--- config.mk ---
export PLATFORM = sky130hd
export DESIGN_NAME = lsu
export DESIGN_NICKNAME = d
export VERILOG_FILES = /design/src/rtl/npc_pkg.sv /design/src/rtl/lsu_fmt.sv /design/src/rtl/lsu.sv
export SDC_FILE = /design/constraint.sdc
export NUM_CORES = 1
export LEC_CHECK = 0
export BUFFER_PORTS_ARGS = -buffer_cell sky130_fd_sc_hd__buf_2
export CAP_MARGIN = 20
export CORE_MARGIN = 4
export CORE_UTILIZATION = 48
export DETAILED_ROUTE_END_ITERATION = 10
export GPL_ROUTABILITY_DRIVEN = 0
export MAX_ROUTING_LAYER = met4
export PLACE_DENSITY = 0.86
export RECOVER_POWER = 50
export SLEW_MARGIN = 0
export SYNTH_ARGS = -nofsm -noshare
export SYNTH_HDL_FRONTEND = slang
export SYNTH_SLANG_ARGS = --single-unit
--- constraint.sdc ---
create_clock -name clk -period 2.09 [get_ports clk]
set_input_delay 0.1045 -clock clk [delete_from_list [all_inputs] [get_ports clk]]
set_output_delay 0.1045 -clock clk [all_outputs]
set_load 0.05 [all_outputs]
--- src/rtl/npc_pkg.sv ---
// npc_pkg: shared LSU funct3 codes, byte-strobe masks, FSM states and access pre-check.
package npc_pkg;
    localparam logic [2:0] LSU_B  = 3'b000;
    localparam logic [2:0] LSU_H  = 3'b001;
    localparam logic [2:0] LSU_W  = 3'b010;
    localparam logic [2:0] LSU_BU = 3'b100;
    localparam logic [2:0] LSU_HU = 3'b101;

    localparam logic [3:0] MASK_NONE = 4'b0000;
    localparam logic [3:0] MASK_LO   = 4'b0011;
    localparam logic [3:0] MASK_HI   = 4'b1100;
    localparam logic [3:0] MASK_ALL  = 4'b1111;

    typedef enum logic [1:0] {
        S_IDLE = 2'd0,
        S_REQ  = 2'd1,
        S_WAIT = 2'd2,
        S_DONE = 2'd3
    } lsu_state_t;

    // Illegal widths, misaligned halves/words, and unsigned-width stores never reach memory.
    function automatic logic pre_err(input logic [2:0] f3, input logic [1:0] off, input logic st);
        return (f3 == 3'b011) || (f3 == 3'b110) || (f3 == 3'b111)
            || (f3[1:0] == 2'b01 && off[0])
            || (f3 == LSU_W && off != 2'b00)
            || (st && f3[2]);
    endfunction
endpackage

--- src/rtl/lsu_fmt.sv ---
// lsu_fmt: combinational store lane/strobe generation and load byte/half extract with extension.
module lsu_fmt
    import npc_pkg::*;
(
    input  logic [2:0]  i_funct3,
    input  logic [1:0]  i_off,
    input  logic        i_is_store,
    input  logic [31:0] i_wdata,
    input  logic [31:0] i_rdata,
    output logic [3:0]  o_wmask,
    output logic [31:0] o_wdata,
    output logic [31:0] o_rdata
);
    logic [31:0] w_shift;
    logic [7:0]  w_byte;
    logic [15:0] w_half;

    assign w_shift = i_rdata >> {i_off, 3'b000};
    assign w_byte  = w_shift[7:0];
    assign w_half  = i_off[1] ? i_rdata[31:16] : i_rdata[15:0];

    always_comb begin
        o_wmask = !i_is_store ? MASK_NONE :
                  i_funct3[1:0] == 2'b00 ? 4'b0001 << i_off :
                  i_funct3[1:0] == 2'b01 ? (i_off[1] ? MASK_HI : MASK_LO) : MASK_ALL;
        o_wdata = i_funct3[1:0] == 2'b00 ? {4{i_wdata[7:0]}} :
                  i_funct3[1:0] == 2'b01 ? {2{i_wdata[15:0]}} : i_wdata;
        o_rdata = i_funct3 == LSU_B  ? {{24{w_byte[7]}}, w_byte} :
                  i_funct3 == LSU_H  ? {{16{w_half[15]}}, w_half} :
                  i_funct3 == LSU_BU ? {24'd0, w_byte} :
                  i_funct3 == LSU_HU ? {16'd0, w_half} : i_rdata;
    end
endmodule

--- src/rtl/lsu.sv ---
// lsu: single-outstanding load/store unit between EXU and a valid/ready memory bus.
module lsu
    import npc_pkg::*;
#(
    parameter int ADDR_W  = 32,
    parameter int TIMEOUT = 0
) (
    input  logic              clk,
    input  logic              rst,
    input  logic              in_valid,
    output logic              in_ready,
    input  logic [ADDR_W-1:0] in_addr,
    input  logic [31:0]       in_wdata,
    input  logic [2:0]        in_funct3,
    input  logic              in_is_store,
    output logic              mem_req_valid,
    input  logic              mem_req_ready,
    output logic [ADDR_W-1:0] mem_addr,
    output logic              mem_wen,
    output logic [31:0]       mem_wdata,
    output logic [3:0]        mem_wmask,
    input  logic              mem_rsp_valid,
    input  logic [31:0]       mem_rdata,
    output logic              out_valid,
    input  logic              out_ready,
    output logic [31:0]       out_rdata,
    output logic              out_err
);
    localparam logic [31:0] TO_LAST = 32'(TIMEOUT - 1);

    lsu_state_t        r_state;
    logic [ADDR_W-1:0] r_addr;
    logic [31:0]       r_wdata;
    logic [2:0]        r_funct3;
    logic              r_is_store;
    logic [31:0]       r_rdata;
    logic              r_err;
    logic [31:0]       r_cnt;
    logic [31:0]       w_load;
    logic              w_pre_err;

    assign w_pre_err     = pre_err(in_funct3, in_addr[1:0], in_is_store);
    assign in_ready      = r_state == S_IDLE;
    assign mem_req_valid = r_state == S_REQ;
    assign out_valid     = r_state == S_DONE;
    assign mem_addr      = {r_addr[ADDR_W-1:2], 2'b00};
    assign mem_wen       = r_is_store;
    assign out_rdata     = r_rdata;
    assign out_err       = r_err;

    // Request fields derive from captured operands, so they hold steady through REQ.
    lsu_fmt u_fmt (
        .i_funct3  (r_funct3),
        .i_off     (r_addr[1:0]),
        .i_is_store(r_is_store),
        .i_wdata   (r_wdata),
        .i_rdata   (mem_rdata),
        .o_wmask   (mem_wmask),
        .o_wdata   (mem_wdata),
        .o_rdata   (w_load)
    );

    always_ff @(posedge clk) begin
        if (rst) begin
            r_state    <= S_IDLE;
            r_addr     <= '0;
            r_wdata    <= '0;
            r_funct3   <= '0;
            r_is_store <= 1'b0;
            r_rdata    <= '0;
            r_err      <= 1'b0;
            r_cnt      <= '0;
        end else begin
            case (r_state)
                S_IDLE: if (in_valid) begin
                    r_addr     <= in_addr;
                    r_wdata    <= in_wdata;
                    r_funct3   <= in_funct3;
                    r_is_store <= in_is_store;
                    r_rdata    <= '0;
                    r_err      <= w_pre_err;
                    r_state    <= w_pre_err ? S_DONE : S_REQ;
                end
                S_REQ: if (mem_req_ready) begin
                    r_cnt   <= '0;
                    r_state <= S_WAIT;
                end
                S_WAIT: if (mem_rsp_valid) begin
                    r_rdata <= r_is_store ? 32'd0 : w_load;
                    r_err   <= 1'b0;
                    r_state <= S_DONE;
                end else if (TIMEOUT != 0 && r_cnt == TO_LAST) begin
                    r_rdata <= '0;
                    r_err   <= 1'b1;
                    r_state <= S_DONE;
                end else begin
                    r_cnt <= r_cnt + 32'd1;
                end
                S_DONE: if (out_ready) r_state <= S_IDLE;
                default: r_state <= S_IDLE;
            endcase
        end
    end
endmodule

-- After elaboration in Yosys (flattened, before gate mapping)
Index checks and enable logic that the tools add are counted.
- equality and inequality tests: 16
- shifts and indexed selects: 2
- muxes and demuxes: 24
- reduce and logical (&&, ||, !) cells: 16
- operators by type and width (operator ; count):
    32-bit two-way mux ; 9
    32-bit case mux with 2 select lines ; 1
    32-bit by 5-bit right shift with 8-bit output ; 1
    16-bit two-way mux ; 1
    4-bit two-way mux ; 4
    3-bit == test (second input constant) ; 4
    2-bit two-way mux ; 5
    2-bit case mux with 4 select lines ; 1
    2-bit by 1-bit == test with 1-bit output (second input constant) ; 3
    3-bit by 2-bit == test with 1-bit output (second input constant) ; 2
    1-bit logical OR ; 5
    2-bit == test (second input constant) ; 2
    2-bit logical NOT ; 2
    2-bit by 1-bit != test with 1-bit output (second input constant) ; 2
    2-bit != test (second input constant) ; 2
    4-bit AND reduction ; 1
    2-bit nonzero test ; 2
    1-bit by 2-bit left shift with 4-bit output (first input constant) ; 1
    3-bit by 1-bit == test with 1-bit output (second input constant) ; 1
    1-bit logical AND ; 3
    3-bit logical NOT ; 1
    3-bit AND reduction ; 1
    1-bit two-way mux ; 2
    1-bit case mux with 2 select lines ; 1
    2-bit AND reduction ; 1
- register bits: 103

-- Depth between registers and ports, before layout
Gate-level depths: netlist of run 1.
- depth in word-level cells: 9
- mapped depth: 8
- mapped depth without buffers: 6

-- By module
A second synthesis of run 1 with hierarchy kept.
- cell total of the unflattened synthesis: 746
- area total of the unflattened synthesis: 5616.6 sq um
- modules (own cells, without submodules) (module ; times used ; cells an instance ; area an instance (sq um)):
    lsu ; 1 ; 551 ; 4505.6
    lsu_fmt ; 1 ; 195 ; 1111.1

-- Worst setup path before layout of run 1
No wires, ideal clock.
- path type: register to output
- from: register r_funct3[0]
- to: output port mem_wdata[24]
- arrival time: 2091 ps
- data required time: 1986 ps
- path slack: -106 ps
- stages on the path, launching flop included: 5
- cell sequence: dfxtp_1 > clkbuf_1 > buf_2 > mux2i_1 > o21ai_0
- longest elaborated chain between the ends: 3
- elaborated cells between the ends (all ways): 4
- classes of those cells: 1 x eq/ne; 2 x mux; 1 x reduce/logical
- ends and longest elaborated chain (what ; RTL line ; RTL):
    from (decl) ; lsu.sv:34 ; logic [2:0] r_funct3;
    from (signal assigned) ; lsu.sv:78 ; r_funct3 <= in_funct3;
    2-bit by 1-bit == test with 1-bit output ; lsu_fmt.sv:27 ; i_funct3[1:0] == 2'b01 ? {2{i_wdata[15:0]}} : i_wdata;
    32-bit two-way mux ; lsu_fmt.sv:27 ;
    32-bit two-way mux (*) ; lsu_fmt.sv:26 ; o_wdata = i_funct3[1:0] == 2'b00 ? {4{i_wdata[7:0]}} :
    to (decl) ; lsu.sv:20 ; output logic [31:0] mem_wdata,
Every way passes the cells marked *; elsewhere a longest branch is shown, timed or not.

-- Worst setup path in the final report of run 1
- from: register r_funct3[1]
- to: output port mem_wdata[13]
- longest elaborated chain between the ends: 2
- ends and longest elaborated chain (what ; RTL line):
    2-bit logical NOT ; lsu_fmt.sv:26
    32-bit two-way mux ; lsu_fmt.sv:26
No other way between the ends.

==> results_dict.tcl, run 1 <==
set metrics [dict create \
    status "completed" \
    cts_tree "done" \
    drv_slew 0 \
    core_area_um2 10300 \
    yosysTopAreaCellShare_pct 41.0 \
    yosys-top-cells-area "dfxtp_1, nand2_1, a21oi_1, buf_4, mux2_2" \
    portBuffers 208 \
    fin_crit_sh_pct 93.4 \
    hp-class "in -> reg" \
    worst_r2r_path_depth 6 \
    avgRoutedWirePerCell_um 16.5 \
    post-synth-top-count-cell "nand2_1" \
    h-tree-depth 3 \
    setup.worst_path.class "reg -> out" \
    worstSetupStartpointType "flop" \
    path_cells "buf_12, nor2_2, mux2_2, buf_2" \
    critPathCaptureType "output port" \
    first_iter_violations 387 \
    cts-root-buf "clkbuf_8" \
    num_rows 37 \
    clockBufferDepth 2 \
    yosysSeqAreaShare_pct 41.0 \
    vias 5249 \
    cts_setup_buffers 0 \
    area_growth_pct 32.7 \
    ys_seq_elements 103 \
    antenna_found_initial 0 \
    grt_pass1_vias 5167 \
    rsz0062_at_grt "no" \
    maxSlewHeadroom_pct 32.9 \
    synth_edf_count 0 \
    crit_buf_inv 2 \
    grt_use_total_pct 27.4 \
    synth_ff_type "dfxtp_1" \
    async_reset_ff_share_pct 0 \
    slowest_stage "dfxtp_2" \
    worstMarginPinSlew_ns 1.01 \
    min_period_ns 1.95 \
    crit_family "flip-flops" \
    drive_gt1_share_pct 23.7 \
    cpPeakStageDelay_ns 0.44 \
    grt_pass1_wl_um 25400 \
    setup-tns-final_ns 0 \
    synthDistinctLibCells 45 \
    fillCellCount 890 \
    ys_warn_count 0 \
    cp_max_fo 44 \
    synthesis.area_um2 5030 \
    hold_slack_ns 0.0269 \
    vias_per_cell 5.29 \
    clk_latency_ns 0.36 \
    drt-pass1-iter-count 5 \
    finalSetupViolCount 0 \
    drv_cap 0 \
    register_area_um2 2060 \
    gr-total-overflow 0 \
    hold_violations 0 \
    ant_nets 0 \
    die_x_um 110 \
    ios 211 \
    cp.depth 4 \
    hold_depth 3 \
    p_per_area_nw_per_um2 1050 \
    dp_hpwl_um 10600 \
    power_leakage_nw 2.81 \
    initial_core_util_pct 48.9 \
    avgSynthCellArea_um2 7.94 \
    cts_sinks 103 \
    arrival_ns 1.85 \
    layoutNonFillerInstCount 993 \
    vdd_drop_max_v 0.000542 \
    nNetsFinal 962 \
    cts_made_buffers 9 \
    synthCells 633 \
    drc_errors 0 \
    worstPathRequired_ns 1.99 \
    clock_skew_ns 0.00509 \
    dp_cells 907 \
    multi_input_area_um2 2430 \
    grt_max_degree 45 \
    totalWireLength_um 16400 \
    dieHeight_um 110 \
    synth_common_cells "nand2_1, dfxtp_1, a21oi_1, buf_4, clkbuf_1" \
    synth_top_cell_by_area "dfxtp_1" \
    path_clk_slew_ns 0.10 \
    die-area_um2 12200 \
    fmax_mhz 512 \
]
==> area by class of cell <==
cell class	instances	share of cell area [%]
clock buffer	9	1.86
inverter	12	0.732
multi-input combinational	433	36.5
tap	136	2.55
sequential	103	31.0
timing repair buffer	292	26.5
antenna	1	0.0375
clock inverter	7	0.863
==> metal layers <==
metal,GRT usage [%],vias up,part of all wire [%]
met3,6.29,42,8.6
li1,-,2541,-
met5,-,-,0
met1,32.4,2407,40
met4,9.67,0,2.9
met2,45.9,259,48
==> path summary, 6_finish.rpt <==
| check | to | slack [ns] | startpoint |
|---|---|---|---|
| setup / recovery | mem_wdata[13] | 0.14 | r_funct3[1] |
| hold / removal | out_rdata[21] | 0.03 | mem_rdata[21] |
| setup reg to reg | out_rdata[15] | 0.19 | r_state[0] |
| hold reg to reg | out_err | 0.46 | out_err |
==> power breakdown <==
part           internal, W  switching, W  total (W)
logic             0.000911       0.00239    0.00330
clock network     0.000448      0.000731    0.00118
registers          0.00226      0.000229    0.00249
total              0.00362       0.00335    0.00697
==> worst register-to-register path, cell delays in order, from the launching register on <==
cell and delay (ns):
dfxtp_1 0.37, inv_1 0.10, ha_2 0.22, nand2b_1 0.17, nand4_1 0.20, a21oi_1 0.54
a32o_1 0.24
==> registers in the layout, indices dropped and copies added, names as in the netlist <==
name,flops
r_funct3,3
r_wdata,32
r_state,2
out_rdata,32
r_addr,32
mem_wen,1
out_err,1
==> cells by family (layout without fill, tap and decap cells) <==
kind of cell             Yosys count  after routing  share of synthesized area, %
AO/OA/AOI/OAI                    160            160                          20.1
adder cells (fa/ha/maj)            5              5                          1.24
buffers and inverters             98            320                          11.1
flip-flops                       103            103                          41.0
multiplexers                      28             28                          6.40
other                              1              3                        0.0746
AND/OR/NAND/NOR                  238            238                          20.1
==> metrics by stage <==
stage	util (%)	worst slack [ns]	instance area (um^2)	power (W)
2_1_floorplan	-	0.162	5030	0.00508
3_3_place_gp	57.2	0.272	5880	0.00569
3_5_place_dp	57.2	0.224	5880	0.00574
4_1_cts	65.7	0.0233	6760	0.00700
5_1_grt	64.9	0.0255	6670	0.00737
6_report	64.9	0.137	6670	0.00697
==> cells in the final DEF, fill, tap and decap left out, drive strengths merged, types with 3 or more instances in the layout <==
cell type	netlist	layout
a21oi	87	87
clkbuf	30	86
o2111ai	3	3
mux2i	10	10
nand3	8	8
nand2	173	173
dlygate4sd3	0	69
a22o	8	8
ha	5	5
o211ai	18	18
and3b	6	6
clkinv	0	3
o21ai	22	22
nor2	24	24
nor2b	5	5
buf	56	146
nand2b	7	7
inv	12	13
dfxtp	103	103
mux2	17	17
o32ai	7	7
clkinvlp	0	3
a211o	5	5
==> repair_timing <==
action	4_1_cts	5_1_grt
gates resized for setup	0	4
hold buffers	69	0
endpoints found under the setup margin	0	5
endpoints found under the hold margin	69	0
No activity file was read; power rests on OpenSTA's default activity.
==> run 2: changes to the inputs <==
clock period = 1.81 ns   (was 2.09 ns; I/O delays follow)
==> run 2 against run 1 <==
Against the previous run: cell count is 1.5% higher; count of clock-buffer cells in the layout stayed put; sequential power is 16% higher; power is 21% higher; first-iteration DRC count is 7.5% higher; sequential cell count stayed put; critical path depth is 2 higher; clock skew is 0.0050 ns higher; worst hold slack worse by 0.0022 ns.
==> results_dict.tcl, run 2 (synthesis gave the netlist of run 1 again) <==
set metrics [dict create \
    worstSetupStartpointType "flop" \
    placed_area_um2 5970 \
    antenna_found_initial 0 \
    internal_power_w 0.00443 \
    cp.depth 6 \
    slowest_stage "or4_4" \
    dieHeight_um 110 \
    cts-root-buf "clkbuf_8" \
    setup.worst_path.class "reg -> reg" \
    cts_sinks 103 \
    fin_crit_sh_pct 98.4 \
    maxSlewHeadroom_pct 53.6 \
    path_cells "inv_4, ha_4, nand2b_4, nand4_1, or4_4, o211ai_1" \
    avgRoutedWirePerCell_um 16.4 \
    worstPathRequired_ns 2.09 \
    die-area_um2 12200 \
    path_clk_slew_ns 0.11 \
    initial_core_util_pct 48.9 \
    rsz0062_at_grt "yes" \
    min_period_ns 1.78 \
    diodes 0 \
    critPathCaptureType "flop" \
    cpPeakStageDelay_ns 0.64 \
    hold_depth 3 \
    first_iter_violations 416 \
    hp-class "in -> reg" \
    cp_max_fo 8 \
    drive_gt1_share_pct 26.4 \
    gr-total-overflow 0 \
    vias_per_cell 5.32 \
    drt-pass1-iter-count 5 \
    clock_skew_ns 0.0101 \
    cts_tree "done" \
    power.share.switching_pct 47.3 \
    p_sw_w 0.00397 \
    totalWireLength_um 16600 \
    grt_max_degree 48 \
    area_growth_pct 37.1 \
    hold_slack_ns 0.0247 \
    grt_use_total_pct 27.0 \
    fin_util_pct 67.1 \
    ios 211 \
    fin_ws_ns 0.0293 \
    p_per_area_nw_per_um2 1220 \
    final_cell_mix "nand2_1, buf_2, dfxtp_1" \
    layout_commonest_cell "nand2_1" \
    die_x_um 110 \
    core_area_um2 10300 \
    crit_buf_inv 1 \
    worst_r2r_path_depth 6 \
    pwr-share-seq_pct 34.2 \
    vdd_drop_max_v 0.000678 \
    vias 5359 \
    arrival_ns 2.06 \
    clkPwrFrac_pct 16.2 \
    drc_errors 0 \
    grt_pass1_vias 5109 \
    fmax_mhz 562 \
    dp_hpwl_um 10700 \
    num_rows 37 \
    h-tree-depth 3 \
    grt_pass1_wl_um 25100 \
    drv_slew 0 \
    drv_cap 0 \
    comb_power_share_pct 49.6 \
    power_leakage_nw 2.92 \
    status "completed" \
    clk_latency_ns 0.36 \
    hold_violations 0 \
    postLayoutCellArea_um2 6890 \
    worstMarginPinSlew_ns 0.700 \
    clockBufferDepth 2 \
    nNetsFinal 978 \
    portBuffers 208 \
    crit_family "simple AND/OR/NAND/NOR gates" \
    dp_slack_ns 0.00749 \
    finalSetupViolCount 0 \
    cts_made_buffers 9 \
    ant_nets 0 \
]
[run 2: changes by cell type in the layout (fill, tap and decap cells not counted), moves of 3 or more]
cell	delta
buf_4	+14
buf_6	+8
buf_2	-4
dfxtp_1	-4
clkbuf_1	-3
inv_6	+3
[run 2: worst paths after layout]
kind | from | end | slack, ns
worst max-delay path | r_state[0] | out_rdata[19] | 0.03
worst max register to register | r_state[0] | out_rdata[19] | 0.03
worst min-delay path | mem_rdata[20] | out_rdata[20] | 0.02
worst min register to register | r_addr[7] | r_addr[7] | 0.46
[run 2: tightest hold or removal path: cells and delay by family]
kind,cells,cell delay (ns)
compound gates,1,0.12
buf+inv,1,0.10
simple gates,1,0.05
[run 2: per-layer routing]
layer  track usage (%)  wire length [um]  part of all wire, %
met2              45.0              8160                   49
met1              32.1              6530                   39
met5                 -                 0                    0
met3              5.01              1370                  8.2
met4              11.5               514                  3.1
[run 2: power by group through the flow]
stage          logic, W  registers, W  clock network [W]
5_1_grt         0.00446       0.00292            0.00146
2_1_floorplan   0.00283       0.00308                  0
3_5_place_dp    0.00386       0.00289                  0
4_1_cts         0.00401       0.00284            0.00138
3_3_place_gp    0.00382       0.00287                  0
6_report        0.00417       0.00288            0.00136
[run 2: per-stage QoR]
| stage | std cells | total power, W | TNS [ns] |
|---|---|---|---|
| finish | 1008 | 0.00841 | 0 |
| global route | 1008 | 0.00885 | -0.508 |
| CTS | 1001 | 0.00823 | 0 |
| detailed placement | 915 | 0.00675 | 0 |
| global placement | 915 | 0.00669 | 0 |
| floorplan | 634 | 0.00591 | -0.468 |
[run 2: final cells by class]
class                      instances  area [um^2]
clock buffer                       9          124
clock inverter                     7         52.6
fill                             852         3380
inverter                          12         47.5
multi-input combinational        434         2480
sequential                       103         2070
tap                              136          170
timing repair buffer             307         1940
[run 2: what timing repair did]
| action | in CTS | in global routing |
|---|---|---|
| gates resized for setup | 11 | 27 |
| endpoints found under the hold margin | 70 | 0 |
| pin swaps | 1 | 6 |
| cloned | 0 | 1 |
| setup endpoints to repair | 10 | 41 |
| hold buffers | 70 | 0 |
| setup buffers | 0 | 6 |
